==> src/rtl/mem_requester.sv <==
// mem_requester: single-outstanding initiator for the cache memory system's
// Rd/Wr/Done handshake. Holds Addr/DataIn/Rd/Wr stable until Done or timeout,
// returns a registered one-cycle response and keeps saturating access/hit counts.
module mem_requester #(
    parameter int TIMEOUT     = 64,
    parameter int CHECK_ALIGN = 1,
    parameter int CNT_W       = 16
) (
    input  logic             clk,
    input  logic             rst,
    input  logic             req_valid,
    input  logic             req_wr,
    input  logic [15:0]      req_addr,
    input  logic [15:0]      req_wdata,
    output logic             req_ready,
    output logic             resp_valid,
    output logic [15:0]      resp_rdata,
    output logic             resp_err,
    output logic             resp_hit,
    output logic [15:0]      mem_addr,
    output logic [15:0]      mem_wdata,
    output logic             mem_rd,
    output logic             mem_wr,
    input  logic [15:0]      mem_rdata,
    input  logic             mem_done,
    input  logic             mem_stall,
    input  logic             mem_hit,
    input  logic             mem_err,
    output logic [CNT_W-1:0] access_cnt,
    output logic [CNT_W-1:0] hit_cnt
);

    // Wait counter only needs to reach TIMEOUT-1 (the last REQ cycle allowed).
    localparam int WC_W = (TIMEOUT > 1) ? $clog2(TIMEOUT) : 1;
    localparam logic [WC_W-1:0] WAIT_LAST = WC_W'((TIMEOUT > 0) ? TIMEOUT - 1 : 0);

    typedef enum logic [1:0] {
        IDLE = 2'd0,
        REQ  = 2'd1,
        ERR  = 2'd2
    } state_t;

    state_t            state_q, state_d;
    logic              wr_q, wr_d;
    logic [15:0]       addr_q, addr_d;
    logic [15:0]       wdata_q, wdata_d;
    logic [WC_W-1:0]   wait_q, wait_d;
    logic              resp_valid_q, resp_valid_d;
    logic [15:0]       resp_rdata_q, resp_rdata_d;
    logic              resp_err_q, resp_err_d;
    logic              resp_hit_q, resp_hit_d;
    logic [CNT_W-1:0]  access_q, access_d;
    logic [CNT_W-1:0]  hits_q, hits_d;

    // Stall is informational; the handshake is governed by Done alone.
    logic unused_stall;
    assign unused_stall = mem_stall;

    // State and datapath registers; async active-low clear.
    always_ff @(posedge clk or negedge rst) begin
        if (!rst) begin
            state_q      <= IDLE;
            wr_q         <= 1'b0;
            addr_q       <= '0;
            wdata_q      <= '0;
            wait_q       <= '0;
            resp_valid_q <= 1'b0;
            resp_rdata_q <= '0;
            resp_err_q   <= 1'b0;
            resp_hit_q   <= 1'b0;
            access_q     <= '0;
            hits_q       <= '0;
        end else begin
            state_q      <= state_d;
            wr_q         <= wr_d;
            addr_q       <= addr_d;
            wdata_q      <= wdata_d;
            wait_q       <= wait_d;
            resp_valid_q <= resp_valid_d;
            resp_rdata_q <= resp_rdata_d;
            resp_err_q   <= resp_err_d;
            resp_hit_q   <= resp_hit_d;
            access_q     <= access_d;
            hits_q       <= hits_d;
        end
    end

    // Next-state, handshake outputs and response capture.
    always_comb begin
        state_d      = state_q;
        wr_d         = wr_q;
        addr_d       = addr_q;
        wdata_d      = wdata_q;
        wait_d       = wait_q;
        resp_valid_d = 1'b0;
        resp_rdata_d = resp_rdata_q;
        resp_err_d   = resp_err_q;
        resp_hit_d   = resp_hit_q;
        access_d     = access_q;
        hits_d       = hits_q;
        req_ready    = 1'b0;
        mem_rd       = 1'b0;
        mem_wr       = 1'b0;

        case (state_q)
            IDLE: begin
                req_ready = 1'b1;
                if (req_valid) begin
                    wr_d    = req_wr;
                    addr_d  = req_addr;
                    wdata_d = req_wdata;
                    wait_d  = '0;
                    if ((CHECK_ALIGN != 0) && req_addr[0]) begin
                        state_d = ERR;
                    end else begin
                        state_d = REQ;
                    end
                end
            end
            REQ: begin
                mem_rd = ~wr_q;
                mem_wr = wr_q;
                wait_d = wait_q + 1'b1;
                // Done is checked first so it wins over a coincident timeout.
                if (mem_done) begin
                    resp_valid_d = 1'b1;
                    resp_rdata_d = wr_q ? 16'h0000 : mem_rdata;
                    resp_hit_d   = mem_hit;
                    resp_err_d   = mem_err;
                    if (access_q != {CNT_W{1'b1}}) access_d = access_q + 1'b1;
                    if (mem_hit && (hits_q != {CNT_W{1'b1}})) hits_d = hits_q + 1'b1;
                    state_d = IDLE;
                end else if ((TIMEOUT != 0) && (wait_q == WAIT_LAST)) begin
                    resp_valid_d = 1'b1;
                    resp_rdata_d = 16'h0000;
                    resp_hit_d   = 1'b0;
                    resp_err_d   = 1'b1;
                    state_d      = IDLE;
                end
            end
            ERR: begin
                resp_valid_d = 1'b1;
                resp_rdata_d = 16'h0000;
                resp_hit_d   = 1'b0;
                resp_err_d   = 1'b1;
                state_d      = IDLE;
            end
            default: state_d = IDLE;
        endcase
    end

    assign mem_addr   = addr_q;
    assign mem_wdata  = wdata_q;
    assign resp_valid = resp_valid_q;
    assign resp_rdata = resp_rdata_q;
    assign resp_err   = resp_err_q;
    assign resp_hit   = resp_hit_q;
    assign access_cnt = access_q;
    assign hit_cnt    = hits_q;

endmodule

==> config.mk <==
export PLATFORM = sky130hd
export DESIGN_NAME = mem_requester
export DESIGN_NICKNAME = d
export VERILOG_FILES = /design/src/rtl/mem_requester.sv
export SDC_FILE = /design/constraint.sdc
export NUM_CORES = 1
export LEC_CHECK = 0
export CORE_MARGIN = 10
export CORE_UTILIZATION = 25
export DETAILED_ROUTE_END_ITERATION = 16
export SYNTH_ARGS = -nofsm -noshare
export SYNTH_HDL_FRONTEND = slang
export SYNTH_SLANG_ARGS = --single-unit
==> constraint.sdc <==
create_clock -name clk -period 4.6 [get_ports clk]
set_input_delay 0.92 -clock clk [delete_from_list [all_inputs] [get_ports clk]]
set_output_delay 0.92 -clock clk [all_outputs]
set_load 0.005 [all_outputs]
# Yosys cells after proc, flatten, opt, wreduce, memory -nomap -nowiden
# Index checks and enable logic that the tools add are counted.
[totals] reg_bits=92 inputBits=56 output_inout_bits=86
[op_classes] n_addsub=3 eq_ne=7 muxes=23 bitwise_logic=1 n_reduce_logical=10
[op_table] op="$mux 16" n=3
[op_table] op="$add 16x1->16 const B" n=2
[op_table] op="$ne 16x16->1 const B" n=2
[op_table] op="$pmux 16 s2" n=1
[op_table] op="$pmux 6 s2" n=1
[op_table] op="$mux 1" n=9
[op_table] op="$mux 2" n=4
[op_table] op="$reduce_and 2->1" n=4
[op_table] op="$add 6x1->6 const B" n=1
[op_table] op="$eq 6x6->1 const B" n=1
[op_table] op="$mux 6" n=1
[op_table] op="$pmux 1 s2" n=3
[op_table] op="$reduce_and 3->1" n=2
[op_table] op="$pmux 2 s2" n=1
[op_table] op="$reduce_bool 2->1" n=2
[op_table] op="$ne 3x3->1 const B" n=1
[op_table] op="$eq 2x1->1 const B" n=1
[op_table] op="$eq 2x2->1 const B" n=1
[op_table] op="$logic_not 2->1" n=1
[op_table] op="$ne 2x2->1 const B" n=1
[op_table] op="$logic_and 1x1->1" n=1
[op_table] op="$not 1->1" n=1

# Longest topological paths before layout
[depth] word_depth=4 depth_mapped=8

# Worst setup path after synthesis
# No wires, ideal clock.
[synth_timing] path_kind="input to register" from="input port mem_done" to="register hits_q[11], in the netlist hit_cnt[11]" setup_ns=0.125 arrival_time_ns=2.040 required_ns=4.475 path_slack_ns=2.436 path_stages=5 path_buffers=1 cell_sequence="buf_2 > nand3_2 > nor4_1 > nand4_1 > xnor2_1"
[synth_via] elab_chain_len=1
[synth_rtl] element="from (decl)" line_no="25" source="input logic mem_done,"
[synth_rtl] element="$reduce_and 3->1 (no source line)"
[synth_rtl] element="to (signal assigned)" line_no="84" source="hits_q <= hits_d;"
[synth_rtl] element="to (decl)" line_no="53" source="logic [CNT_W-1:0] hits_q, hits_d;"
# Every way passes these cells.
# A chain may end at the register's enable or synchronous reset.

# Worst setup path in the final report
[layout_timing] from="register state_q[1]" to="output port mem_rd"
[layout_via] elab_chain_len=2
[layout_rtl] element="from (decl)" line_no="43" source="state_t state_q, state_d;"
[layout_rtl] element="from (signal assigned)" line_no="74" source="state_q <= state_d;"
[layout_rtl] element="$eq 2x1->1" line_no="105" source="case (state_q)"
[layout_rtl] element="$mux 1" line_no="105"
[layout_rtl] element="to (decl)" line_no="22" source="output logic mem_rd,"
# Every way passes these cells.

==> metrics.md <==
| Metric | Value |
|---|---|
| Status | `completed` |
| Cts hold-fix bufs | `0` |
| N_diodes | `0` |
| Total of max-cap violations | `0` |
| Post-synthesis to final-layout area growth | `48.1%` |
| Synth top cells by count | `dfrtp_1 (92), o21ai_0 (39), mux2_2 (33), nand2_1 (32), xnor2_1 (18)` |
| Chip Width | `148 um` |
| TritonCTS buffer count | `9` |
| Max VDD drop | `0.194 mV` |
| Placer Congestion | `0.799` |
| DR vias | `3278` |
| Final Slew Violations | `0` |
| Max Buffers Root-to-Sink | `2` |
| Tightest Pin Transition | `975 ps` |
| PwrDens | `530 nW/um^2` |
| Tot Pwr | `3.22 mW` |
| Placed Instances | `700` |
| Layout cells sized above 1 | `12.4%` |
| Slew HR | `34.6%` |
| Post-Layout Cell Count | `715` |
| Synth cell types | `48` |
| Most numerous cell in the Yosys netlist | `dfrtp_1` |
| Post_cts resized | `0` |
| Async SR Flop Fraction | `100%` |
| Post-Syn Nets | `417` |
| GR Overflow Total | `0` |
| Crit-path slowest cell | `clkdlybuf4s50_1` |
| Die H | `148 um` |
| Max stage delay on crit path | `550 ps` |
| TritonCTS clock tree | `done` |
| Yosys reg bits | `92` |
| Post-Synthesis Cells | `355` |
| Fillcell total | `1564` |
| Worst EP required | `3680 ps` |
| Crit path kind | `flop to output port` |
| Clock transition at path regs | `70 ps` |
| I/O pin total | `142` |
| Antenna Nets Post-Route | `0` |
| Core box area | `16000 sq um` |
| Final setup viols | `0` |
| Initial core utilization | `25.6%` |
| Vias in the first global route | `3377` |
| RSZ-0062 raised after global routing | `no` |
| Final period utilization | `69.0%` |
| Critical path capture point type | `output port` |
| Critical Path AT | `2260 ps` |
| Clock sink count | `92` |
| Final core utilization | `38.0%` |
| H-tree Lvls | `3` |
| Fin crit period | `3180 ps` |
| Overall routing resource usage | `10.8%` |
| Die area | `21900 sq um` |
| CP Max Fanout | `12` |
| Root Buffer | `clkbuf_16` |
| First-pass GRT wire length | `18900 um` |
| Predominant post-synthesis flop cell | `dfrtp_1` |
| Drt first-iter violations | `146` |
| Post-synth top area share | `56.1%` |
| Area leader, netlist | `dfrtp_1` |
| Final nets | `557` |
| Largest net degree at the start of global routing | `63` |
| Total setup buffers inserted after CTS | `0` |
| CP Launch Type | `flop` |
| Pleak | `2.50 nW` |
| Clk Latency, worst-skew pair | `340 ps` |
| Post-synth EDFFs | `0` |
| Wire length per cell | `16.2 um` |
| Hold Crit Class | `flop to flop` |
| Port Buf Inserts | `140` |
| FP Rows | `46` |
| Antenna violations before repair | `0` |
| Syn Area/Cell | `11.6 sq um` |
| FMAX | `315 MHz` |
| Synth top area cells | `dfrtp_1 (56%), mux2_2 (9.1%), o21ai_0 (4.8%)` |
| Synth Cell Area | `4100 sq um` |
| Setup TNS Final | `0 ps` |
| HPWL after DPL | `8740 um` |
| Worst hold slack | `478 ps` |
| Final WL | `11600 um` |
| Endpoints failing hold | `0` |
| DR vias/cell | `4.58` |
| Crit path cell chain | `inv_1, ha_1, inv_1, nor2_1, clkdlybuf4s50_1` |
| CP dominant cell by count | `inv_1` |
| 1st-pass router iterations | `6` |
| Fin Clk Skew | `8.85 ps` |
| Register area share after synthesis | `56.1%` |
| Yosys warns | `0` |
| DRC viols | `0` |
==> per-stage QoR <==
step                instance area [sq um]  setup slack [ps]
floorplan                            4100              2440
global placement                     5740              1490
detailed placement                   5740              1420
CTS                                  6080              1380
global route                         6080              1230
finish                               6080              1420
==> path summary, 6_finish.rpt <==
path | depth (start not counted) | from | slack [ps] | endpoint
setup / recovery | 5 | state_q[1]$_DFFE_PN0P_ | 1420 | mem_rd
hold / removal | 2 | mem_addr[0]$_DFFE_PN0P_ | 480 | mem_addr[0]$_DFFE_PN0P_
setup reg to reg | 7 | state_q[1]$_DFFE_PN0P_ | 2090 | hit_cnt[11]$_DFFE_PN0P_
hold reg to reg | 2 | mem_addr[0]$_DFFE_PN0P_ | 480 | mem_addr[0]$_DFFE_PN0P_
max in group asynchronous | 2 | rst | 3000 | mem_wdata[0]$_DFFE_PN0P_
min in group asynchronous | 1 | rst | 650 | mem_addr[4]$_DFFE_PN0P_
==> layer usage <==
| metal | track usage (%) | wire (um) | part of all wire (%) |
|---|---|---|---|
| met5 | 0 | 0 | 0 |
| met3 | 4.19 | 925 | 8.0 |
| met2 | 17.3 | 5590 | 48 |
| met4 | 4.91 | 238 | 2.1 |
| met1 | 12.5 | 4830 | 42 |
==> final cells by class <==
type / instances / area [sq um] / share of cell area, %
flip-flops and latches: 92 / 2300 / 37.9
multi-input cells: 244 / 1720 / 28.4
repair buffers: 144 / 1430 / 23.5
well taps: 216 / 270 / 4.45
clock buffers: 9 / 225 / 3.71
clock inverters: 6 / 113 / 1.85
inverters: 4 / 15.0 / 0.247
==> report_power, final <==
part | switching [mW] | total, mW | internal [mW]
sequential | 0.163 | 1.21 | 1.04
clock | 0.315 | 0.845 | 0.530
combinational | 0.488 | 1.17 | 0.683
total | 0.966 | 3.22 | 2.26
==> layout by cell type (no fill, tap or decap), types with 2 or more instances in the layout <==
cell type / n
nor2_1: 10
dfrtp_1: 92
xnor2_1: 18
nor3_1: 7
nand3_2: 2
clkdlybuf4s50_1: 139
nor3b_1: 2
a21oi_1: 7
bufinv_16: 3
a211oi_1: 3
o21ai_0: 39
nand3_1: 16
mux2i_1: 2
clkbuf_16: 9
nor4_1: 5
and4_1: 2
xor2_1: 14
nand2_1: 32
o211ai_1: 3
a31oi_1: 2
inv_1: 4
buf_4: 5
and3_1: 7
nand4_1: 12
ha_1: 6
mux2_2: 33
==> cell families after synthesis <==
logic type	Yosys count	share of synthesized area [%]
muxes	36	9.91
adders and majority gates	6	1.83
AOI/OAI and AO/OA	64	9.27
xor gates and xnor gates	32	6.83
and+or+nand+nor	106	14.0
DFF	92	56.1
buffers and inverters	19	2.04
==> critical path: cells and delay by family (launching register included) <==
family | cells | cell delay, ps
AND/OR/NAND/NOR | 1 | 160
buffers and inverters | 3 | 880
adder cells (fa/ha/maj) | 1 | 450
flip-flops | 1 | 410
==> state kept, by name, indices dropped and copies added (netlist names) <==
signal and flops:
access_cnt 16, hit_cnt 16, mem_addr 16, mem_wdata 16, resp_err 1, resp_hit 1
resp_rdata 16, resp_valid 1, state_q 2, wait_q 6, wr_q 1
No activity file was read; power rests on OpenSTA's default activity.
